**config.mk**
```make
export PLATFORM = sky130hd
export DESIGN_NAME = rename_map_table
export DESIGN_NICKNAME = d
export VERILOG_FILES = /design/src/rtl/rename_map_table_pkg.sv /design/src/rtl/rename_ckpt_ring.sv /design/src/rtl/rename_map_table.sv
export SDC_FILE = /design/constraint.sdc
export NUM_CORES = 2
export LEC_CHECK = 0
export CORE_MARGIN = 10
export CORE_UTILIZATION = 45
export DETAILED_ROUTE_END_ITERATION = 8
export HOLD_SLACK_MARGIN = 0.03
export PLACE_DENSITY = 0.67
export SYNTH_ARGS = -nofsm -noshare
export SYNTH_HDL_FRONTEND = slang
export SYNTH_SLANG_ARGS = --single-unit
export TNS_END_PERCENT = 50
```
**constraint.sdc**
```tcl
create_clock -name clk -period 63.4 [get_ports clk]
set_input_delay 9.51 -clock clk [delete_from_list [all_inputs] [get_ports clk]]
set_output_delay 9.51 -clock clk [all_outputs]
set_load 0.02 [all_outputs]
```
**src/rtl/rename_map_table_pkg.sv**
```systemverilog
// Shared types for the rename stage: register index widths, checkpoint sizing
// and the packed map-table type.
package rename_map_table_pkg;

  localparam int PHYS_REG_BITS    = 6;
  localparam int ARCH_REGS        = 32;
  localparam int ARCH_REG_BITS    = 5;
  localparam int DEFAULT_NUM_CKPT = 4;

  typedef logic [ARCH_REGS-1:0][PHYS_REG_BITS-1:0] map_table_t;

  // Architectural register i starts out in physical register i.
  function automatic map_table_t identity_map();
    map_table_t m;
    for (int i = 0; i < ARCH_REGS; i++) begin
      m[i] = PHYS_REG_BITS'(i);
    end
    return m;
  endfunction

endpackage

```
**src/rtl/rename_ckpt_ring.sv**
```systemverilog
// Branch checkpoint ring: per-slot map copy and free-list pointer, plus the
// head/tail/count bookkeeping for allocate, release and mispredict restore.
module rename_ckpt_ring
  import rename_map_table_pkg::*;
#(
  parameter int NUM_CKPT = DEFAULT_NUM_CKPT
) (
  input  logic                                      clk,
  input  logic                                      rst,
  input  logic                                      push_i,
  input  logic [ARCH_REGS-1:0][PHYS_REG_BITS-1:0]   push_map_i,
  input  logic [PHYS_REG_BITS-1:0]                  push_ptr_i,
  input  logic                                      release_i,
  input  logic                                      restore_i,
  input  logic [$clog2(NUM_CKPT)-1:0]               restore_id_i,
  output logic [$clog2(NUM_CKPT)-1:0]               tail_o,
  output logic                                      full_o,
  output logic [ARCH_REGS-1:0][PHYS_REG_BITS-1:0]   restore_map_o,
  output logic [PHYS_REG_BITS-1:0]                  restore_ptr_o
);

  localparam int CB = $clog2(NUM_CKPT);

  logic [CB-1:0]            head_q, head_d, tail_q, tail_d, restoreDist;
  logic [CB:0]              count_q, count_d;
  logic                     releaseOk;
  map_table_t               slotMap_q [NUM_CKPT];
  logic [PHYS_REG_BITS-1:0] slotPtr_q [NUM_CKPT];

  assign restoreDist   = restore_id_i - head_q;
  assign releaseOk     = release_i && (count_q != '0);
  assign tail_o        = tail_q;
  assign full_o        = (count_q == (CB+1)'(NUM_CKPT));
  assign restore_map_o = slotMap_q[restore_id_i];
  assign restore_ptr_o = slotPtr_q[restore_id_i];

  // Restore truncates the ring just past the named slot; a release in the same
  // cycle still retires the oldest entry on top of that.
  always_comb begin
    head_d  = head_q;
    tail_d  = tail_q;
    count_d = count_q;
    if (restore_i) begin
      tail_d  = restore_id_i + 1'b1;
      count_d = {1'b0, restoreDist} + 1'b1;
    end else if (push_i) begin
      tail_d  = tail_q + 1'b1;
      count_d = count_q + 1'b1;
    end
    if (releaseOk) begin
      head_d  = head_q + 1'b1;
      count_d = count_d - 1'b1;
    end
  end

  always_ff @(posedge clk or posedge rst) begin
    if (rst) begin
      head_q  <= '0;
      tail_q  <= '0;
      count_q <= '0;
    end else begin
      head_q  <= head_d;
      tail_q  <= tail_d;
      count_q <= count_d;
    end
  end

  always_ff @(posedge clk) begin
    if (push_i) begin
      slotMap_q[tail_q] <= push_map_i;
      slotPtr_q[tail_q] <= push_ptr_i;
    end
  end

  always_ff @(posedge clk) begin
    if (!rst && restore_i) begin
      assert ({1'b0, restoreDist} < count_q);
    end
  end

endmodule

```
**src/rtl/rename_map_table.sv**
```systemverilog
// Single-wide register rename with branch checkpoints feeding the free list.
// Define RENAME_OUT_REG_EN for a registered output stage; default is combinational.
module rename_map_table
  import rename_map_table_pkg::*;
#(
  parameter int NUM_CKPT = DEFAULT_NUM_CKPT
) (
  input  logic                          clk,
  input  logic                          rst,
  input  logic                          in_valid,
  output logic                          in_ready,
  input  logic [ARCH_REG_BITS-1:0]      in_rs1,
  input  logic [ARCH_REG_BITS-1:0]      in_rs2,
  input  logic [ARCH_REG_BITS-1:0]      in_rd,
  input  logic                          in_rd_wen,
  input  logic                          in_is_branch,
  output logic                          out_valid,
  input  logic                          out_ready,
  output logic [PHYS_REG_BITS-1:0]      out_prs1,
  output logic [PHYS_REG_BITS-1:0]      out_prs2,
  output logic [PHYS_REG_BITS-1:0]      out_prd,
  output logic [PHYS_REG_BITS-1:0]      out_old_prd,
  output logic [$clog2(NUM_CKPT)-1:0]   out_ckpt_id,
  input  logic [PHYS_REG_BITS-1:0]      fl_alloc_preg,
  input  logic                          fl_empty,
  output logic                          fl_alloc_en,
  input  logic [PHYS_REG_BITS-1:0]      fl_checkpoint_ptr,
  output logic                          fl_checkpoint_en,
  output logic                          fl_restore_en,
  output logic [PHYS_REG_BITS-1:0]      fl_restore_ptr,
  input  logic                          ckpt_release_en,
  input  logic                          restore_en,
  input  logic [$clog2(NUM_CKPT)-1:0]   restore_id
);

  localparam int CB = $clog2(NUM_CKPT);

  map_table_t               map_q, map_d, postMap, ringMap;
  logic [PHYS_REG_BITS-1:0] ringPtr, prs1, prs2, prd, oldPrd, ckptPtr;
  logic [CB-1:0]            ringTail, ckptId;
  logic                     ringFull, needsAlloc, slotFree, fire, pushCkpt;

  assign needsAlloc = in_rd_wen && (in_rd != '0);
  assign in_ready   = !restore_en && slotFree && !(needsAlloc && fl_empty)
                      && !(in_is_branch && ringFull);
  assign fire       = in_valid && in_ready;
  assign pushCkpt   = fire && in_is_branch;

  assign prs1    = map_q[in_rs1];
  assign prs2    = map_q[in_rs2];
  assign prd     = needsAlloc ? fl_alloc_preg : '0;
  assign oldPrd  = needsAlloc ? map_q[in_rd] : '0;
  assign ckptId  = in_is_branch ? ringTail : '0;
  // The checkpointed pointer must already account for this instruction's own allocation.
  assign ckptPtr = fl_checkpoint_ptr + PHYS_REG_BITS'(needsAlloc);

  assign fl_alloc_en      = fire && needsAlloc;
  assign fl_checkpoint_en = pushCkpt;
  assign fl_restore_en    = restore_en;
  assign fl_restore_ptr   = restore_en ? ringPtr : '0;

  always_comb begin
    postMap = map_q;
    if (fire && needsAlloc) begin
      postMap[in_rd] = fl_alloc_preg;
    end
  end

  always_comb begin
    map_d = postMap;
    if (restore_en) begin
      map_d = ringMap;
    end
  end

  always_ff @(posedge clk or posedge rst) begin
    if (rst) begin
      map_q <= identity_map();
    end else begin
      map_q <= map_d;
    end
  end

  rename_ckpt_ring #(.NUM_CKPT(NUM_CKPT)) u_ring (
    .clk           (clk),
    .rst           (rst),
    .push_i        (pushCkpt),
    .push_map_i    (postMap),
    .push_ptr_i    (ckptPtr),
    .release_i     (ckpt_release_en),
    .restore_i     (restore_en),
    .restore_id_i  (restore_id),
    .tail_o        (ringTail),
    .full_o        (ringFull),
    .restore_map_o (ringMap),
    .restore_ptr_o (ringPtr)
  );

`ifdef RENAME_OUT_REG_EN
  logic                     outValid_q;
  logic [PHYS_REG_BITS-1:0] outPrs1_q, outPrs2_q, outPrd_q, outOldPrd_q;
  logic [CB-1:0]            outCkptId_q;

  assign slotFree = !outValid_q || out_ready;

  // Payload holds while dispatch stalls; a restore flushes whatever is pending.
  always_ff @(posedge clk or posedge rst) begin
    if (rst) begin
      outValid_q  <= 1'b0;
      outPrs1_q   <= '0;
      outPrs2_q   <= '0;
      outPrd_q    <= '0;
      outOldPrd_q <= '0;
      outCkptId_q <= '0;
    end else if (restore_en) begin
      outValid_q  <= 1'b0;
    end else if (fire) begin
      outValid_q  <= 1'b1;
      outPrs1_q   <= prs1;
      outPrs2_q   <= prs2;
      outPrd_q    <= prd;
      outOldPrd_q <= oldPrd;
      outCkptId_q <= ckptId;
    end else if (out_ready) begin
      outValid_q  <= 1'b0;
    end
  end

  assign out_valid   = outValid_q;
  assign out_prs1    = outPrs1_q;
  assign out_prs2    = outPrs2_q;
  assign out_prd     = outPrd_q;
  assign out_old_prd = outOldPrd_q;
  assign out_ckpt_id = outCkptId_q;
`else
  assign slotFree    = out_ready;
  assign out_valid   = fire;
  assign out_prs1    = fire ? prs1 : '0;
  assign out_prs2    = fire ? prs2 : '0;
  assign out_prd     = fire ? prd : '0;
  assign out_old_prd = fire ? oldPrd : '0;
  assign out_ckpt_id = fire ? ckptId : '0;
`endif

endmodule

```
==> reports/qor.txt <==
Reg area: 28900 µm²
Slew Limit Fails: 0
Gpl congestion: 0.850
Hold Path Depth: 1
Sinks on Clock Net: 991
Slowest-stage cell, CP: nor3_2
Max VDD drop: 0.0234 mV
Max Root-Sink Buffers: 3
Post-route cell area: 49300 µm²
Cell Area, Placed: 45900 µm²
Worst Hold Endpoint: u_ring.head_q[0]$_DFFE_PP0P_
DIE WIDTH: 332 µm
Postcts setup bufs: 0
TritonCTS Buffers: 101
CP endpoint kind: output port
Clk_skew: 0.0169 ns
H-tree depth: 3
Layout cells sized above 1: 0.421
Post_cts resized: 0
Number of I/O port buffers: 74
Final net count: 2340
Worst EP required: 53.89 ns
# DRC: 0
Register area share after synthesis: 0.659
Core area: 96600 µm²
Multi-input gate area: 14300 µm²
Startpoint types: input pin
RR Startpoint: u_ring.count_q[0]$_DFF_PP0_
Post-route ant nets: 0
Hold path startpoint: u_ring.head_q[0]$_DFFE_PP0P_
Vias in the first global route: 23.6k
Die Span Y: 332 µm
Vias/cell: 6.28
Hold_buf cts: 0
EDFF count, synth: 792
Max-cap violations: 0
Cells after Synth: 2222
Via count: 23.0k
RSZ-0062 raised after global routing: no
Final hold slack: 0.505 ns
Detailed placement HPWL: 70.4 mm
Area delta synth->final: 12.5%
Slew @ Worst Pin: 1.45 ns
FF-to-FF setup slack: 59.11 ns
Power Dens Cells: 30.8 nW/µm²
Antenna violations before repair: 6
Worst Path Arrival: 13.36 ns
Endpoints failing setup: 0
CP most frequent cell: clkdlybuf4s50_1
CTS tree: done
Fill cells: 7542
Tcrit/Tclk final: 0.361
Setup Total Neg Slack: 0 ns
Initial DRC count: 2363
Synth Register Bits: 991
Net Count, Synth: 2267
Pre-antenna DRT Iters: 5
FF-to-FF End: u_ring.slotMap_q[3][50]$_DFFE_PP_
# rows: 114
Root Buffer: clkbuf_16
Initial Util: 0.454
Die area: 110000 µm²
Cell variety after synth: 58
Largest stage delay, worst path: 0.96 ns
WS Path Type: in -> out
Synthesized area: 43800 µm²
Ys flop type: edfxtp_1
Avg Synthesized Cell Area: 19.7 µm²
Total routed wirelength: 117 mm
Place WS: 40.26 ns
Status: finished clean
Total gr overflow: 0
Fin. Hold Viols: 0
Min Tclk post-route: 22.87 ns
Highest clock rate: 43.7 MHz
Cells on worst reg2reg path: 8
Leak: 16.4 nW
Commonest non-fill, non-tap cell in the layout: edfxtp_1
Hold Crit Class: reg -> reg
Clock-pin slew on the worst setup and hold paths: 0.06 ns
Drt wl/cell: 32.0 µm
Ports: 75
Slew HR: 0.0294
Crit Path Max Fanout: 14
Overall Power: 1.52 mW
Largest net degree at the start of global routing: 135
GRT Overall Usage: 0.208
Setup slack after layout: 40.53 ns
FFs w/ async S/R, synth: 0.201
First-pass GRT wire length: 170 mm
YS warnings: 0
Commonest cells after routing, fill and taps aside: edfxtp_1 (792), mux2_2 (366), mux4_2 (294)
CP Cell Sequence: clkdlybuf4s50_1, nor3_2, a21oi_2, nor2_2, o21ai_0, nor3_1, clkdlybuf4s50_1
Clock insertion delay at the later pin of the skew report: 0.67 ns
[cells by family after synthesis]
| logic type | after synthesis | share of synthesized area |
|---|---|---|
| and+or+nand+nor | 146 | 0.0225 |
| DFF | 991 | 0.659 |
| buffers and inverters | 160 | 0.0155 |
| xor gates and xnor gates | 13 | 0.00260 |
| muxes | 782 | 0.276 |
| adders and majority gates | 7 | 0.00200 |
| AOI/OAI and AO/OA | 123 | 0.0223 |
[layout make-up]
cell class	instances	area share
Timing Repair Buffer	122	0.0231
Multi-Input combinational cell	1071	0.290
Clock buffer	151	0.0586
Clock inverter	35	0.00935
Tap cell	1276	0.0324
Antenna cell	1	0.0000508
Inverter	8	0.000762
Sequential cell	991	0.586
[synthesized netlist by cell type (12+ instances only)]
cell type / instances / area [µm²]
o21ai_0: 14 / 70.1
nor2b_1: 17 / 106
a2111oi_0: 12 / 105
nand2_1: 24 / 90.1
o22ai_1: 12 / 75.1
a221oi_1: 36 / 315
nor3_1: 15 / 75.1
buf_2: 37 / 185
dfrtp_1: 119 / 2980
mux2i_1: 98 / 981
clkbuf_1: 100 / 375
edfxtp_1: 792 / 23800
a22o_1: 36 / 315
dfstp_2: 80 / 2100
mux2_2: 366 / 4120
mux2_4: 24 / 360
mux4_2: 294 / 6620
and2_1: 17 / 106
[worst max-delay path by stage]
stage,startpoint,to,slack (ns),depth (start not counted)
after floorplan,restore_en,u_ring.slotMap_q[1][0]$_DFFE_PP_,33.19,5
after global placement,in_rd[2],out_prs2[2],40.47,7
after detailed placement,in_rd[2],out_prs1[0],40.26,7
after CTS,in_rd[2],out_prs1[0],40.25,7
after global routing,in_rd[4],out_prs1[0],40.29,7
final,in_rd[2],out_prs1[0],40.53,7
[worst max-delay path, delay by kind of cell]
| kind | cells | cell delay (ns) |
|---|---|---|
| simple gates | 3 | 2.00 |
| compound gates | 2 | 0.56 |
| buf+inv | 2 | 1.27 |
[layer usage]
metal / vias to the layer above / GRT usage / part of all wire
met5: - / 0 / 0.00021
met4: 2 / 0.0494 / 0.020
met3: 155 / 0.0736 / 0.10
met2: 998 / 0.314 / 0.46
met1: 12500 / 0.287 / 0.42
li1: 9336 / - / -
[where the power goes]
group	total, mW	internal (mW)	switching (mW)	leakage (nW)
Clock	0.601	0.358	0.243	1.63
Combinational	0.154	0.0709	0.0827	5.39
Sequential	0.762	0.738	0.0244	9.37
Total	1.52	1.17	0.350	16.4
[metrics by stage]
stage | util | cells
floorplan | - | 2222
global placement | 0.475 | 3464
detailed placement | 0.475 | 3466
CTS | 0.510 | 3652
global route | 0.510 | 3654
finish | 0.510 | 3655
[registers in the layout, summed over array words and instances, names as in the netlist]
signal and count:
map_q 192, u_ring.count_q 3, u_ring.head_q 2, u_ring.slotMap_q 768
u_ring.slotPtr_q 24, u_ring.tail_o 2
Power figures use the tool's default switching activity.
